[src/rtl/bus_arb_pkg.sv]
// Shared types and default constants for the round-robin bus arbiter.
package bus_arb_pkg;

  typedef enum logic [1:0] {
    ARB_IDLE    = 2'd0,
    ARB_GRANTED = 2'd1,
    ARB_HELD    = 2'd2
  } arb_state_t;

  localparam int ARB_NUM_REQ       = 2;
  localparam int ARB_GRANT_TIMEOUT = 16;

  localparam int REQ_ICACHE = 0;
  localparam int REQ_DCACHE = 1;

endpackage

[src/rtl/bus_arbiter_picker.sv]
// Combinational round-robin pick: rotate req so the slot after last_owner is
// bit 0, take the lowest set bit, then rotate the index back.
module rr_priority_picker
  import bus_arb_pkg::*;
#(
  parameter int NUM_REQ = ARB_NUM_REQ,
  parameter int ID_W    = $clog2(NUM_REQ)
) (
  input  logic [NUM_REQ-1:0] req_i,
  input  logic [ID_W-1:0]    last_owner_i,
  output logic [ID_W-1:0]    pick_o,
  output logic               pick_valid_o
);

  logic [ID_W-1:0]      start;
  logic [2*NUM_REQ-1:0] dbl;
  logic [NUM_REQ-1:0]   rot;
  logic [ID_W-1:0]      enc;
  logic [ID_W:0]        sum_raw;
  logic [ID_W:0]        sum_wrap;

  always_comb begin
    start = (last_owner_i == ID_W'(NUM_REQ - 1)) ? '0 : last_owner_i + ID_W'(1);
    dbl   = {req_i, req_i} >> start;
    rot   = dbl[NUM_REQ-1:0];
    enc   = '0;
    for (int i = NUM_REQ - 1; i >= 0; i--) begin
      if (rot[i]) enc = ID_W'(i);
    end
    sum_raw  = {1'b0, start} + {1'b0, enc};
    sum_wrap = (sum_raw >= (ID_W+1)'(NUM_REQ)) ? sum_raw - (ID_W+1)'(NUM_REQ) : sum_raw;
    pick_o       = sum_wrap[ID_W-1:0];
    pick_valid_o = |req_i;
  end

endmodule

[src/rtl/bus_arbiter.sv]
// Registered round-robin arbiter for one memory bus channel. A grant is held
// through the requester's busy window and revoked on completion, abandonment or timeout.
module bus_arbiter
  import bus_arb_pkg::*;
#(
  parameter int NUM_REQ       = ARB_NUM_REQ,
  parameter int GRANT_TIMEOUT = ARB_GRANT_TIMEOUT,
  parameter int ID_W          = $clog2(NUM_REQ)
) (
  input  logic               clk,
  input  logic               reset,
  input  logic [NUM_REQ-1:0] req_i,
  input  logic [NUM_REQ-1:0] busy_i,
  output logic [NUM_REQ-1:0] grant_o,
  output logic               owner_valid_o,
  output logic [ID_W-1:0]    owner_id_o,
  output logic               bus_busy_any_o,
  output logic               timeout_pulse_o,
  output logic               protocol_err_o,
  output arb_state_t         state_o
);

  localparam int CNT_W = $clog2(GRANT_TIMEOUT);

  // Handshake: req is a level held by the requester; grant answers one edge
  // later and stays up while busy from the owner is asserted; busy from anyone
  // else is a protocol error and never influences arbitration.

  arb_state_t           state_q, state_d;
  logic [CNT_W-1:0]     cnt_q, cnt_d;
  logic [ID_W-1:0]      last_q, last_d;
  logic [ID_W-1:0]      owner_q, owner_d;
  logic [NUM_REQ-1:0]   grant_q, grant_d;
  logic                 valid_q, valid_d;
  logic                 bba_q, bba_d;
  logic                 tp_q, tp_d;
  logic                 perr_q, perr_d;
  logic                 illegal_busy;
  logic [ID_W-1:0]      pick;
  logic                 pick_valid;

  rr_priority_picker #(
    .NUM_REQ (NUM_REQ),
    .ID_W    (ID_W)
  ) u_picker (
    .req_i        (req_i),
    .last_owner_i (last_q),
    .pick_o       (pick),
    .pick_valid_o (pick_valid)
  );

  always_comb begin
    illegal_busy = 1'b0;
    for (int i = 0; i < NUM_REQ; i++) begin
      if (busy_i[i] && (state_q == ARB_IDLE || owner_q != ID_W'(i))) illegal_busy = 1'b1;
    end
  end

  always_comb begin
    state_d = state_q;
    cnt_d   = cnt_q;
    last_d  = last_q;
    owner_d = owner_q;
    grant_d = grant_q;
    valid_d = valid_q;
    tp_d    = 1'b0;
    perr_d  = perr_q | illegal_busy;

    unique case (state_q)
      ARB_IDLE: begin
        if (pick_valid) begin
          state_d       = ARB_GRANTED;
          grant_d       = '0;
          grant_d[pick] = 1'b1;
          owner_d       = pick;
          valid_d       = 1'b1;
          last_d        = pick;
          cnt_d         = '0;
        end
      end
      ARB_GRANTED: begin
        if (busy_i[owner_q]) begin
          state_d = ARB_HELD;
        end else if (!req_i[owner_q]) begin
          state_d = ARB_IDLE;
        end else if (cnt_q == CNT_W'(GRANT_TIMEOUT - 1)) begin
          state_d = ARB_IDLE;
          tp_d    = 1'b1;
        end else begin
          cnt_d = cnt_q + CNT_W'(1);
        end
      end
      ARB_HELD: begin
        if (!busy_i[owner_q]) state_d = ARB_IDLE;
      end
      default: state_d = ARB_IDLE;
    endcase

    // Any transition back to IDLE drops the grant on this edge.
    if (state_q != ARB_IDLE && state_d == ARB_IDLE) begin
      grant_d = '0;
      valid_d = 1'b0;
      owner_d = '0;
      cnt_d   = '0;
    end

    bba_d = (state_d == ARB_HELD);
  end

  always_ff @(posedge clk) begin
    if (reset) begin
      state_q <= ARB_IDLE;
      cnt_q   <= '0;
      last_q  <= ID_W'(NUM_REQ - 1);
      owner_q <= '0;
      grant_q <= '0;
      valid_q <= 1'b0;
      bba_q   <= 1'b0;
      tp_q    <= 1'b0;
      perr_q  <= 1'b0;
    end else begin
      state_q <= state_d;
      cnt_q   <= cnt_d;
      last_q  <= last_d;
      owner_q <= owner_d;
      grant_q <= grant_d;
      valid_q <= valid_d;
      bba_q   <= bba_d;
      tp_q    <= tp_d;
      perr_q  <= perr_d;
    end
  end

  assign grant_o         = grant_q;
  assign owner_valid_o   = valid_q;
  assign owner_id_o      = owner_q;
  assign bus_busy_any_o  = bba_q;
  assign timeout_pulse_o = tp_q;
  assign protocol_err_o  = perr_q;
  assign state_o         = state_q;

endmodule

[config.mk]
export PLATFORM = sky130hd
export DESIGN_NAME = bus_arbiter
export DESIGN_NICKNAME = d
export VERILOG_FILES = /design/src/rtl/bus_arb_pkg.sv /design/src/rtl/bus_arbiter_picker.sv /design/src/rtl/bus_arbiter.sv
export SDC_FILE = /design/constraint.sdc
export NUM_CORES = 1
export LEC_CHECK = 0
export CAP_MARGIN = 20
export CORE_AREA = 2 2 39 41
export DETAILED_ROUTE_END_ITERATION = 10
export DIE_AREA = 0 0 41 43
export GPL_TIMING_DRIVEN = 0
export MAX_ROUTING_LAYER = met4
export PLACE_DENSITY = 0.78
export SLEW_MARGIN = 30
export SYNTH_ARGS = -nofsm -noshare
export SYNTH_HDL_FRONTEND = slang
export SYNTH_HIERARCHICAL = 1
export SYNTH_SLANG_ARGS = --single-unit
[constraint.sdc]
create_clock -name clk -period 2.9 [get_ports clk]
set_clock_uncertainty 0.2 [all_clocks]
set_input_delay 0.29 -clock clk [delete_from_list [all_inputs] [get_ports clk]]
set_output_delay 0.29 -clock clk [all_outputs]
set_load 0.02 [all_outputs]
==> results of run 1 <==
-- metrics by stage --
step | std cells | worst slack, ns | power, mW | hold slack (ns)
finish | 102 | 0.989 | 0.420 | 0.246
global route | 102 | 0.876 | 0.443 | 0.281
CTS | 102 | 0.999 | 0.423 | 0.253
detailed placement | 98 | 0.787 | 0.308 | 0.241
global placement | 98 | 0.812 | 0.306 | 0.232
floorplan | 68 | 1.12 | 0.267 | 0.159
-- registers in the layout (all words and copies together) (netlist names) --
signal / flops
state_o: 2
owner_id_o: 1
last_q: 1
cnt_q: 4
owner_valid_o: 1
timeout_pulse_o: 1
protocol_err_o: 1
grant_o: 1
bus_busy_any_o: 1
-- cell type report --
| cell class | instances | area (um^2) | share of cell area (%) |
|---|---|---|---|
| Clock inverter | 1 | 5.00 | 0.601 |
| Buffer | 3 | 22.5 | 2.70 |
| Tap cell | 16 | 20.0 | 2.40 |
| Inverter | 3 | 11.3 | 1.35 |
| Multi-Input combinational cell | 49 | 352 | 42.2 |
| Sequential cell | 13 | 260 | 31.2 |
| Timing Repair Buffer | 14 | 140 | 16.8 |
| Clock buffer | 3 | 22.5 | 2.70 |
-- routing by layer --
metal  up-vias  wire [um]  GRT usage [%]
met4         0         49           14.0
li1        283          -              -
met1       241        589           26.0
met2        11        590           25.9
met5         -          0              -
met3         4         37           3.14
-- cells in the final DEF, fill, tap and decap left out, types with 2 or more instances in the layout --
master,synthesis,final
sky130_fd_sc_hd__a21oi_1,7,7
sky130_fd_sc_hd__clkbuf_4,0,3
sky130_fd_sc_hd__inv_1,3,3
sky130_fd_sc_hd__nand3_1,4,4
sky130_fd_sc_hd__mux2i_1,3,3
sky130_fd_sc_hd__nor3_1,2,2
sky130_fd_sc_hd__o21ai_0,4,4
sky130_fd_sc_hd__dfxtp_1,13,13
sky130_fd_sc_hd__clkdlybuf4s50_1,0,14
sky130_fd_sc_hd__nand2_1,3,3
sky130_fd_sc_hd__nor2_1,5,5
-- logic make-up (layout without fill, tap and decap cells) --
family                     Yosys count  after routing
buffers and inverters                6             24
AOI/OAI and AO/OA                   17             17
xor gates and xnor gates             1              1
muxes                                3              3
and+or+nand+nor                     26             26
adders and majority gates            2              2
DFF                                 13             13
-- worst min-delay path by stage --
stage	endpoint	from	slack [ns]
finish	protocol_err_o	protocol_err_o	0.25
global route	protocol_err_o	protocol_err_o	0.28
CTS	protocol_err_o	protocol_err_o	0.25
detailed placement	protocol_err_o	protocol_err_o	0.24
global placement	protocol_err_o	protocol_err_o	0.23
floorplan	protocol_err_o	reset	0.16
-- synthesized netlist by cell type (2+ instances only) --
library cell | count | area (um^2)
sky130_fd_sc_hd__a21oi_1 | 7 | 35.0
sky130_fd_sc_hd__dfxtp_1 | 13 | 260
sky130_fd_sc_hd__inv_1 | 3 | 11.3
sky130_fd_sc_hd__mux2i_1 | 3 | 30.0
sky130_fd_sc_hd__nand2_1 | 3 | 11.3
sky130_fd_sc_hd__nand3_1 | 4 | 20.0
sky130_fd_sc_hd__nor2_1 | 5 | 18.8
sky130_fd_sc_hd__nor3_1 | 2 | 10.0
sky130_fd_sc_hd__o21ai_0 | 4 | 20.0
-- power by group through the flow --
stage | sequential (mW) | clock, mW | combinational [mW]
after CTS | 0.201 | 0.119 | 0.103
after global routing | 0.203 | 0.129 | 0.111
after floorplan | 0.215 | 0 | 0.0512
final | 0.201 | 0.117 | 0.102
after global placement | 0.204 | 0 | 0.101
after detailed placement | 0.205 | 0 | 0.103
==> flow_summary.html, run 1 <==
<table>
<tr><th>Metric</th><th>Value</th></tr>
<tr><th colspan="2">Timing</th></tr>
<tr><td>F_max</td><td>523 MHz</td></tr>
<tr><td>Worst Tran Pin Value</td><td>0.605 ns</td></tr>
<tr><td>Period Utilization, post-route</td><td>65.9%</td></tr>
<tr><td>Max Slew Vio Count</td><td>0</td></tr>
<tr><td>Setup repair after global routing missed its margin</td><td>no</td></tr>
<tr><td>Number of failing hold endpoints at the final stage</td><td>0</td></tr>
<tr><td>Setup TNS</td><td>0 ns</td></tr>
<tr><td>Number of endpoints failing setup at the final stage</td><td>0</td></tr>
<tr><td>Max transition margin</td><td>59.6%</td></tr>
<tr><td>Final Critical Period</td><td>1.91 ns</td></tr>
<tr><th colspan="2">Run</th></tr>
<tr><td>Count of maximum capacitance violations</td><td>0</td></tr>
<tr><th colspan="2">Synthesis</th></tr>
<tr><td>Per-instance average area after synthesis</td><td>9.49 um^2</td></tr>
<tr><td>Largest family of logic cells by synthesized area</td><td>simple AND/OR/NAND/NOR gates</td></tr>
<tr><td>Sequential element share of the synthesized area</td><td>40.3%</td></tr>
<tr><td>Synth Net Count</td><td>75</td></tr>
<tr><td>Xor/xnor share of the synthesized area</td><td>1.36%</td></tr>
<tr><td>Adder-Cell Fraction of Synth Area</td><td>3.68%</td></tr>
<tr><td>Instance count of the mapped netlist</td><td>68</td></tr>
<tr><td>Count of flip-flops with a built-in enable after synthesis</td><td>0</td></tr>
<tr><td>Mux share of post-synthesis cell area</td><td>4.65%</td></tr>
<tr><td>Synthesized-area fraction occupied by and/or/nand/nor cells</td><td>25.6%</td></tr>
<tr><td>Post-Syn Area</td><td>646 um^2</td></tr>
<tr><td>Total of flip-flops plus latches after synthesis</td><td>13</td></tr>
<tr><td>Yosys Warn Count</td><td>6</td></tr>
<tr><td>Commonest register cell after synthesis</td><td>sky130_fd_sc_hd__dfxtp_1</td></tr>
<tr><td>Synth async-reset ratio</td><td>0%</td></tr>
<tr><td>Number of unique standard cell types used by synthesis</td><td>33</td></tr>
<tr><td>Area fraction in compound gates after synthesis</td><td>19.2%</td></tr>
<tr><th colspan="2">Drt</th></tr>
<tr><td>Number of iterations in the first detailed-routing pass</td><td>3</td></tr>
<tr><td>Antenna-violating nets left</td><td>0</td></tr>
<tr><td>Number of vias in the routed layout</td><td>539</td></tr>
<tr><td>Ratio of routed vias to standard cells</td><td>5.28</td></tr>
<tr><td>Routed WL per cell</td><td>12.4 um</td></tr>
<tr><td>Violation count after the first detailed-routing iteration</td><td>8</td></tr>
<tr><td>Final Routed Wirelength</td><td>1.27 mm</td></tr>
<tr><td>Post-route DRC</td><td>0</td></tr>
<tr><th colspan="2">Worst setup path</th></tr>
<tr><td>Data arrival time at the worst-slack endpoint</td><td>1.42 ns</td></tr>
<tr><td>Start point of the critical path</td><td>state_o[0]</td></tr>
<tr><td>Highest-delay cell along the critical path</td><td>sky130_fd_sc_hd__clkdlybuf4s50_1</td></tr>
<tr><td>Crit. End Element</td><td>output port</td></tr>
<tr><td>Flop2flop setup slack</td><td>1.10 ns</td></tr>
<tr><td>Launching point of the worst reg2reg path</td><td>cnt_q[0]</td></tr>
<tr><td>Endpoint of the most critical register-to-register path</td><td>cnt_q[2]</td></tr>
<tr><td>Critical setup path kind</td><td>flop to output port</td></tr>
<tr><td>Critical Path Max Stage Delay</td><td>0.66 ns</td></tr>
<tr><td>Worst path depth</td><td>1</td></tr>
<tr><td>Max Fanout on Critical Path</td><td>8</td></tr>
<tr><td>Top delay family on crit path</td><td>buffers and inverters</td></tr>
<tr><td>Bufs and invs on worst path</td><td>1</td></tr>
<tr><td>Worst setup endpoint</td><td>state_o[0]</td></tr>
<tr><td>Startpoint type of the worst setup path</td><td>flop</td></tr>
<tr><td>Worst EP required</td><td>2.41 ns</td></tr>
<tr><td>Worst R2R Path Depth</td><td>5</td></tr>
<tr><td>Worst-path cell chain</td><td>clkdlybuf4s50_1</td></tr>
<tr><th colspan="2">Pwr</th></tr>
<tr><td>Leakage component of the power</td><td>0.330 nW</td></tr>
<tr><td>Comb power frac</td><td>24.2%</td></tr>
<tr><td>Clock power frac</td><td>27.9%</td></tr>
<tr><td>Net Sw Frac</td><td>30.6%</td></tr>
<tr><td>Int Pwr</td><td>292 uW</td></tr>
<tr><td>Relative contribution of sequential cells to total power</td><td>47.9%</td></tr>
<tr><td>Peak supply drop</td><td>0.300 mV</td></tr>
<tr><td>Power spent charging and discharging nets</td><td>129 uW</td></tr>
<tr><td>Total power divided by cell area</td><td>504 mW/mm^2</td></tr>
<tr><th colspan="2">Floorplanning</th></tr>
<tr><td>Standard-cell rows</td><td>14</td></tr>
<tr><td>Width of the die</td><td>41 um</td></tr>
<tr><td>Floorplan die area</td><td>0.00176 mm^2</td></tr>
<tr><td>Vertical extent of the die</td><td>43 um</td></tr>
<tr><td>Core region area</td><td>0.00138 mm^2</td></tr>
<tr><td>Number of I/O pins</td><td>15</td></tr>
<tr><td>Effective utilization at floorplan</td><td>46.7%</td></tr>
<tr><th colspan="2">Placement</th></tr>
<tr><td>Detail Placement HPWL</td><td>941 um</td></tr>
<tr><td>Weighted congestion reported at the end of routability-driven placement</td><td>0.792</td></tr>
<tr><td>Total cell area at the placement stage</td><td>806 um^2</td></tr>
<tr><td>Buffers on Ports</td><td>14</td></tr>
<tr><th colspan="2">Final layout</th></tr>
<tr><td>Ant diodes</td><td>0</td></tr>
<tr><td>Signed area change from the synthesized netlist to the final layout</td><td>29.1%</td></tr>
<tr><td>Filler Cell Count</td><td>129</td></tr>
<tr><td>Fraction of layout cells with a size suffix above 1</td><td>16.3%</td></tr>
<tr><td>Non-Filler Cell Area, Final</td><td>833 um^2</td></tr>
<tr><td>Number of nets in the layout</td><td>94</td></tr>
<tr><td>Core occupancy in the finished layout</td><td>60.2%</td></tr>
<tr><th colspan="2">Clocking</th></tr>
<tr><td>Clock Tree Root</td><td>sky130_fd_sc_hd__clkbuf_4</td></tr>
<tr><td>Number of buffers added to fix hold violations after cts</td><td>0</td></tr>
<tr><td>Quantity of gates resized following cts</td><td>0</td></tr>
<tr><td>Clock network latency to the later pin of the worst-skew pair</td><td>0.29 ns</td></tr>
<tr><td>H-tree levels</td><td>1</td></tr>
<tr><td>Number of clock sinks</td><td>13</td></tr>
<tr><td>Post-CTS setup repair buffer count</td><td>0</td></tr>
<tr><td>Num CTS Buffers</td><td>3</td></tr>
<tr><td>Clock-pin slew reported for the worst setup and hold paths after clock tree synthesis</td><td>0.09 ns</td></tr>
<tr><td>Maximum root-to-sink buffer count</td><td>2</td></tr>
<tr><td>CTS tree</td><td>done</td></tr>
<tr><th colspan="2">GRT</th></tr>
<tr><td>First-pass GRT wire length</td><td>2.19 mm</td></tr>
<tr><td>Total Routing Usage GR</td><td>19.6%</td></tr>
<tr><td>Antenna violations before repair</td><td>0</td></tr>
<tr><td>Number of global-route vias before repair</td><td>498</td></tr>
<tr><td>Remaining global-route overflow</td><td>0</td></tr>
<tr><td>Pin count of the biggest net entering global routing</td><td>9</td></tr>
<tr><th colspan="2">Min path</th></tr>
<tr><td>Hold path depth</td><td>2</td></tr>
<tr><td>Min-delay worst type</td><td>flop to flop</td></tr>
<tr><th colspan="2">Run status</th></tr>
<tr><td>Result of the run</td><td>complete, no violations</td></tr>
</table>
Note: power is estimated with default switching activity, not from simulation.
==> run 2: changes to the inputs <==
- CORE_AREA: 2 2 39 41 -> default
- CORE_UTILIZATION: default -> 46
- DIE_AREA: 0 0 41 43 -> default
- PLACE_DENSITY: 0.78 -> 0.74
- clock period: 2.9 -> 1.8 ns (I/O delays scaled with it)
==> run 2 against run 1 <==
Effect of this change: critical path depth grew 1; sequential power is 61% higher; register-to-register slack worse by 1.0 ns; wire length rose by 2.0%; via count rose by 1.5%; flip-flop and latch count is the same; first-iteration DRC count decreased by 75%; highest routed layer unchanged.
==> flow_summary.html, run 2 (same netlist as run 1, synthesis figures left out) <==
<table>
<tr><th>Metric</th><th>Value</th></tr>
<tr><th colspan="2">Run status</th></tr>
<tr><td>Result of the run</td><td>complete, no violations</td></tr>
<tr><th colspan="2">Final layout</th></tr>
<tr><td>Most common library cell in the layout ignoring fill and taps</td><td>sky130_fd_sc_hd__dfxtp_1</td></tr>
<tr><td>Core occupancy in the finished layout</td><td>65.6% (+5.4 points)</td></tr>
<tr><td>Number of nets in the layout</td><td>93 (-1.1%)</td></tr>
<tr><td>Top library cells by usage in the layout, fill and taps aside</td><td>sky130_fd_sc_hd__dfxtp_1 (13), sky130_fd_sc_hd__clkdlybuf4s50_1 (12), sky130_fd_sc_hd__a21oi_1 (7)</td></tr>
<tr><td>Flip-flop count of the largest register, all copies and words added</td><td>4 (unchanged)</td></tr>
<tr><td>Ant diodes</td><td>0 (unchanged)</td></tr>
<tr><td>Non-Filler Cell Area, Final</td><td>853 um^2 (+2.4%)</td></tr>
<tr><td>Most flop-heavy register</td><td>cnt_q</td></tr>
<tr><td>Signed area change from the synthesized netlist to the final layout</td><td>32.2%</td></tr>
<tr><td>Fraction of layout cells with a size suffix above 1</td><td>18.8% (+2.5 points)</td></tr>
<tr><th colspan="2">Timing</th></tr>
<tr><td>F_max</td><td>578 MHz</td></tr>
<tr><td>Setup repair after global routing missed its margin</td><td>yes</td></tr>
<tr><td>Number of endpoints failing setup at the final stage</td><td>0 (unchanged)</td></tr>
<tr><td>Number of failing hold endpoints at the final stage</td><td>0 (unchanged)</td></tr>
<tr><td>Setup TNS</td><td>0 ns (unchanged)</td></tr>
<tr><td>Max Slew Vio Count</td><td>0 (unchanged)</td></tr>
<tr><td>Max transition margin</td><td>70.9% (+11 points)</td></tr>
<tr><td>Final Critical Period</td><td>1.73 ns</td></tr>
<tr><td>Period Utilization, post-route</td><td>96.1%</td></tr>
<tr><td>Worst Tran Pin Value</td><td>0.435 ns (-0.170 ns)</td></tr>
<tr><th colspan="2">Drt</th></tr>
<tr><td>Routed WL per cell</td><td>12.9 um (+4.0%)</td></tr>
<tr><td>Post-route DRC</td><td>0 (unchanged)</td></tr>
<tr><td>Number of iterations in the first detailed-routing pass</td><td>4 (+1)</td></tr>
<tr><td>Final Routed Wirelength</td><td>1.29 mm (+2.0%)</td></tr>
<tr><td>Number of vias in the routed layout</td><td>547 (+1.5%)</td></tr>
<tr><td>Ratio of routed vias to standard cells</td><td>5.47 (+3.5%)</td></tr>
<tr><td>Antenna-violating nets left</td><td>0 (unchanged)</td></tr>
<tr><td>Violation count after the first detailed-routing iteration</td><td>2 (-6)</td></tr>
<tr><th colspan="2">GRT</th></tr>
<tr><td>First-pass GRT wire length</td><td>2.04 mm (-7.2%)</td></tr>
<tr><td>Number of global-route vias before repair</td><td>477 (-4.2%)</td></tr>
<tr><td>Met2 usage</td><td>27.9% (+1.9 points)</td></tr>
<tr><td>M1 GR Usage</td><td>27.2% (+1.3 points)</td></tr>
<tr><td>Pin count of the biggest net entering global routing</td><td>9 (unchanged)</td></tr>
<tr><td>Remaining global-route overflow</td><td>0 (unchanged)</td></tr>
<tr><td>Total Routing Usage GR</td><td>20.7% (+1.1 points)</td></tr>
<tr><td>Most Used Layer, Global Route</td><td>met2</td></tr>
<tr><td>Global Route met3 Usage</td><td>5.11% (+2.0 points)</td></tr>
<tr><td>Antenna violations before repair</td><td>0 (unchanged)</td></tr>
<tr><th colspan="2">Placement</th></tr>
<tr><td>Buffers on Ports</td><td>14 (unchanged)</td></tr>
<tr><td>Weighted congestion reported at the end of routability-driven placement</td><td>0.733 (-7.5%)</td></tr>
<tr><td>Total cell area at the placement stage</td><td>805 um^2 (-0.16%)</td></tr>
<tr><td>Detail Placement HPWL</td><td>936 um (-0.55%)</td></tr>
<tr><th colspan="2">Clocking</th></tr>
<tr><td>CTS tree</td><td>done</td></tr>
<tr><td>Num CTS Buffers</td><td>3 (unchanged)</td></tr>
<tr><td>Maximum root-to-sink buffer count</td><td>2 (unchanged)</td></tr>
<tr><td>Number of clock sinks</td><td>13 (unchanged)</td></tr>
<tr><td>Clock Tree Root</td><td>sky130_fd_sc_hd__clkbuf_4</td></tr>
<tr><td>H-tree levels</td><td>1 (unchanged)</td></tr>
<tr><td>Number of buffers added to fix hold violations after cts</td><td>0 (unchanged)</td></tr>
<tr><td>Clock-pin slew reported for the worst setup and hold paths after clock tree synthesis</td><td>0.08 ns (about the same)</td></tr>
<tr><td>Clock network latency to the later pin of the worst-skew pair</td><td>0.28 ns (about the same)</td></tr>
<tr><th colspan="2">Floorplanning</th></tr>
<tr><td>Core region area</td><td>0.00130 mm^2 (-6.0%)</td></tr>
<tr><td>Width of the die</td><td>39.5 um (-3.7%)</td></tr>
<tr><td>Effective utilization at floorplan</td><td>49.6% (+3.0 points)</td></tr>
<tr><td>Standard-cell rows</td><td>13 (-1)</td></tr>
<tr><td>Number of I/O pins</td><td>15 (unchanged)</td></tr>
<tr><td>Floorplan die area</td><td>0.00156 mm^2 (-12%)</td></tr>
<tr><td>Vertical extent of the die</td><td>39.5 um (-8.2%)</td></tr>
<tr><th colspan="2">Pwr</th></tr>
<tr><td>Total power divided by cell area</td><td>789 mW/mm^2 (+56%)</td></tr>
<tr><td>Leakage component of the power</td><td>0.368 nW (+12%)</td></tr>
<tr><td>Peak supply drop</td><td>0.530 mV (+76%)</td></tr>
<tr><td>Total power</td><td>673 uW (+60%)</td></tr>
<tr><th colspan="2">Worst setup path</th></tr>
<tr><td>Start point of the critical path</td><td>owner_id_o</td></tr>
<tr><td>Critical setup path kind</td><td>flop to output port</td></tr>
<tr><td>Crit. End Element</td><td>output port</td></tr>
<tr><td>Data arrival time at the worst-slack endpoint</td><td>1.35 ns (-0.07 ns)</td></tr>
<tr><td>Startpoint type of the worst setup path</td><td>flop</td></tr>
<tr><td>Worst R2R Path Depth</td><td>4 (-1)</td></tr>
<tr><td>Endpoint of the most critical register-to-register path</td><td>cnt_q[3]</td></tr>
<tr><td>Launching point of the worst reg2reg path</td><td>state_o[0]</td></tr>
<tr><td>Max Fanout on Critical Path</td><td>3 (-5)</td></tr>
<tr><td>Worst setup endpoint</td><td>grant_o[1]</td></tr>
<tr><td>Worst EP required</td><td>1.42 ns (-0.99 ns)</td></tr>
<tr><td>Flop2flop setup slack</td><td>0.08 ns (-1.02 ns)</td></tr>
<tr><th colspan="2">Run</th></tr>
<tr><td>Count of maximum capacitance violations</td><td>0 (unchanged)</td></tr>
<tr><th colspan="2">Min path</th></tr>
<tr><td>Min-delay worst type</td><td>flop to flop</td></tr>
</table>
==> run 2: final cells by class <==
cell class	instances	area (um^2)
Clock inverter	1	5.00
Tap cell	15	18.8
Clock buffer	3	22.5
Fill cell	118	448
Buffer	2	18.8
Inverter	3	11.3
Sequential cell	13	260
Multi-Input combinational cell	49	372
Timing Repair Buffer	14	145
==> run 2: routing by layer <==
layer  share of wire [%]  wire length [um]
met1                  51               662
met2                  43               558
met3                 3.6                46
met4                 1.9                25
met5                   0                 0
==> run 2: repair_timing <==
action,4_1_cts,5_1_grt
resized for setup,1,6
setup buffers,0,0
pin swaps,0,1
endpoints found under the setup margin,1,5
==> run 2: worst min path at each step <==
stage	start	end	cells past startpoint
2_1_floorplan	reset	protocol_err_o	1
3_3_place_gp	protocol_err_o	protocol_err_o	2
3_5_place_dp	protocol_err_o	protocol_err_o	2
4_1_cts	protocol_err_o	protocol_err_o	2
5_1_grt	protocol_err_o	protocol_err_o	2
6_report	protocol_err_o	protocol_err_o	2
==> run 2: per-stage QoR <==
stage	cells	hold WS, ns	worst slack (ns)
final	100	0.248	0.0706
after global routing	100	0.270	-0.0155
after CTS	101	0.253	0.00266
after detailed placement	97	0.241	-0.197
after global placement	97	0.236	-0.173
after floorplan	68	0.0491	0.0159
==> run 2: power breakdown <==
group	switching (mW)	total [mW]	internal, mW
combinational	0.0875	0.168	0.0807
sequential	0.0172	0.324	0.307
clock	0.0980	0.180	0.0825
==> run 2: critical path, cell delays in order, from the launching register on <==
cell	delay (ns)
sky130_fd_sc_hd__dfxtp_1	0.37
sky130_fd_sc_hd__buf_4	0.12
sky130_fd_sc_hd__clkdlybuf4s50_1	0.59
==> run 3: changes to the inputs <==
- SLEW_MARGIN: 30 -> default
==> results of run 3 <==
Final layout, timing and power as in run 2 (identical DEF).
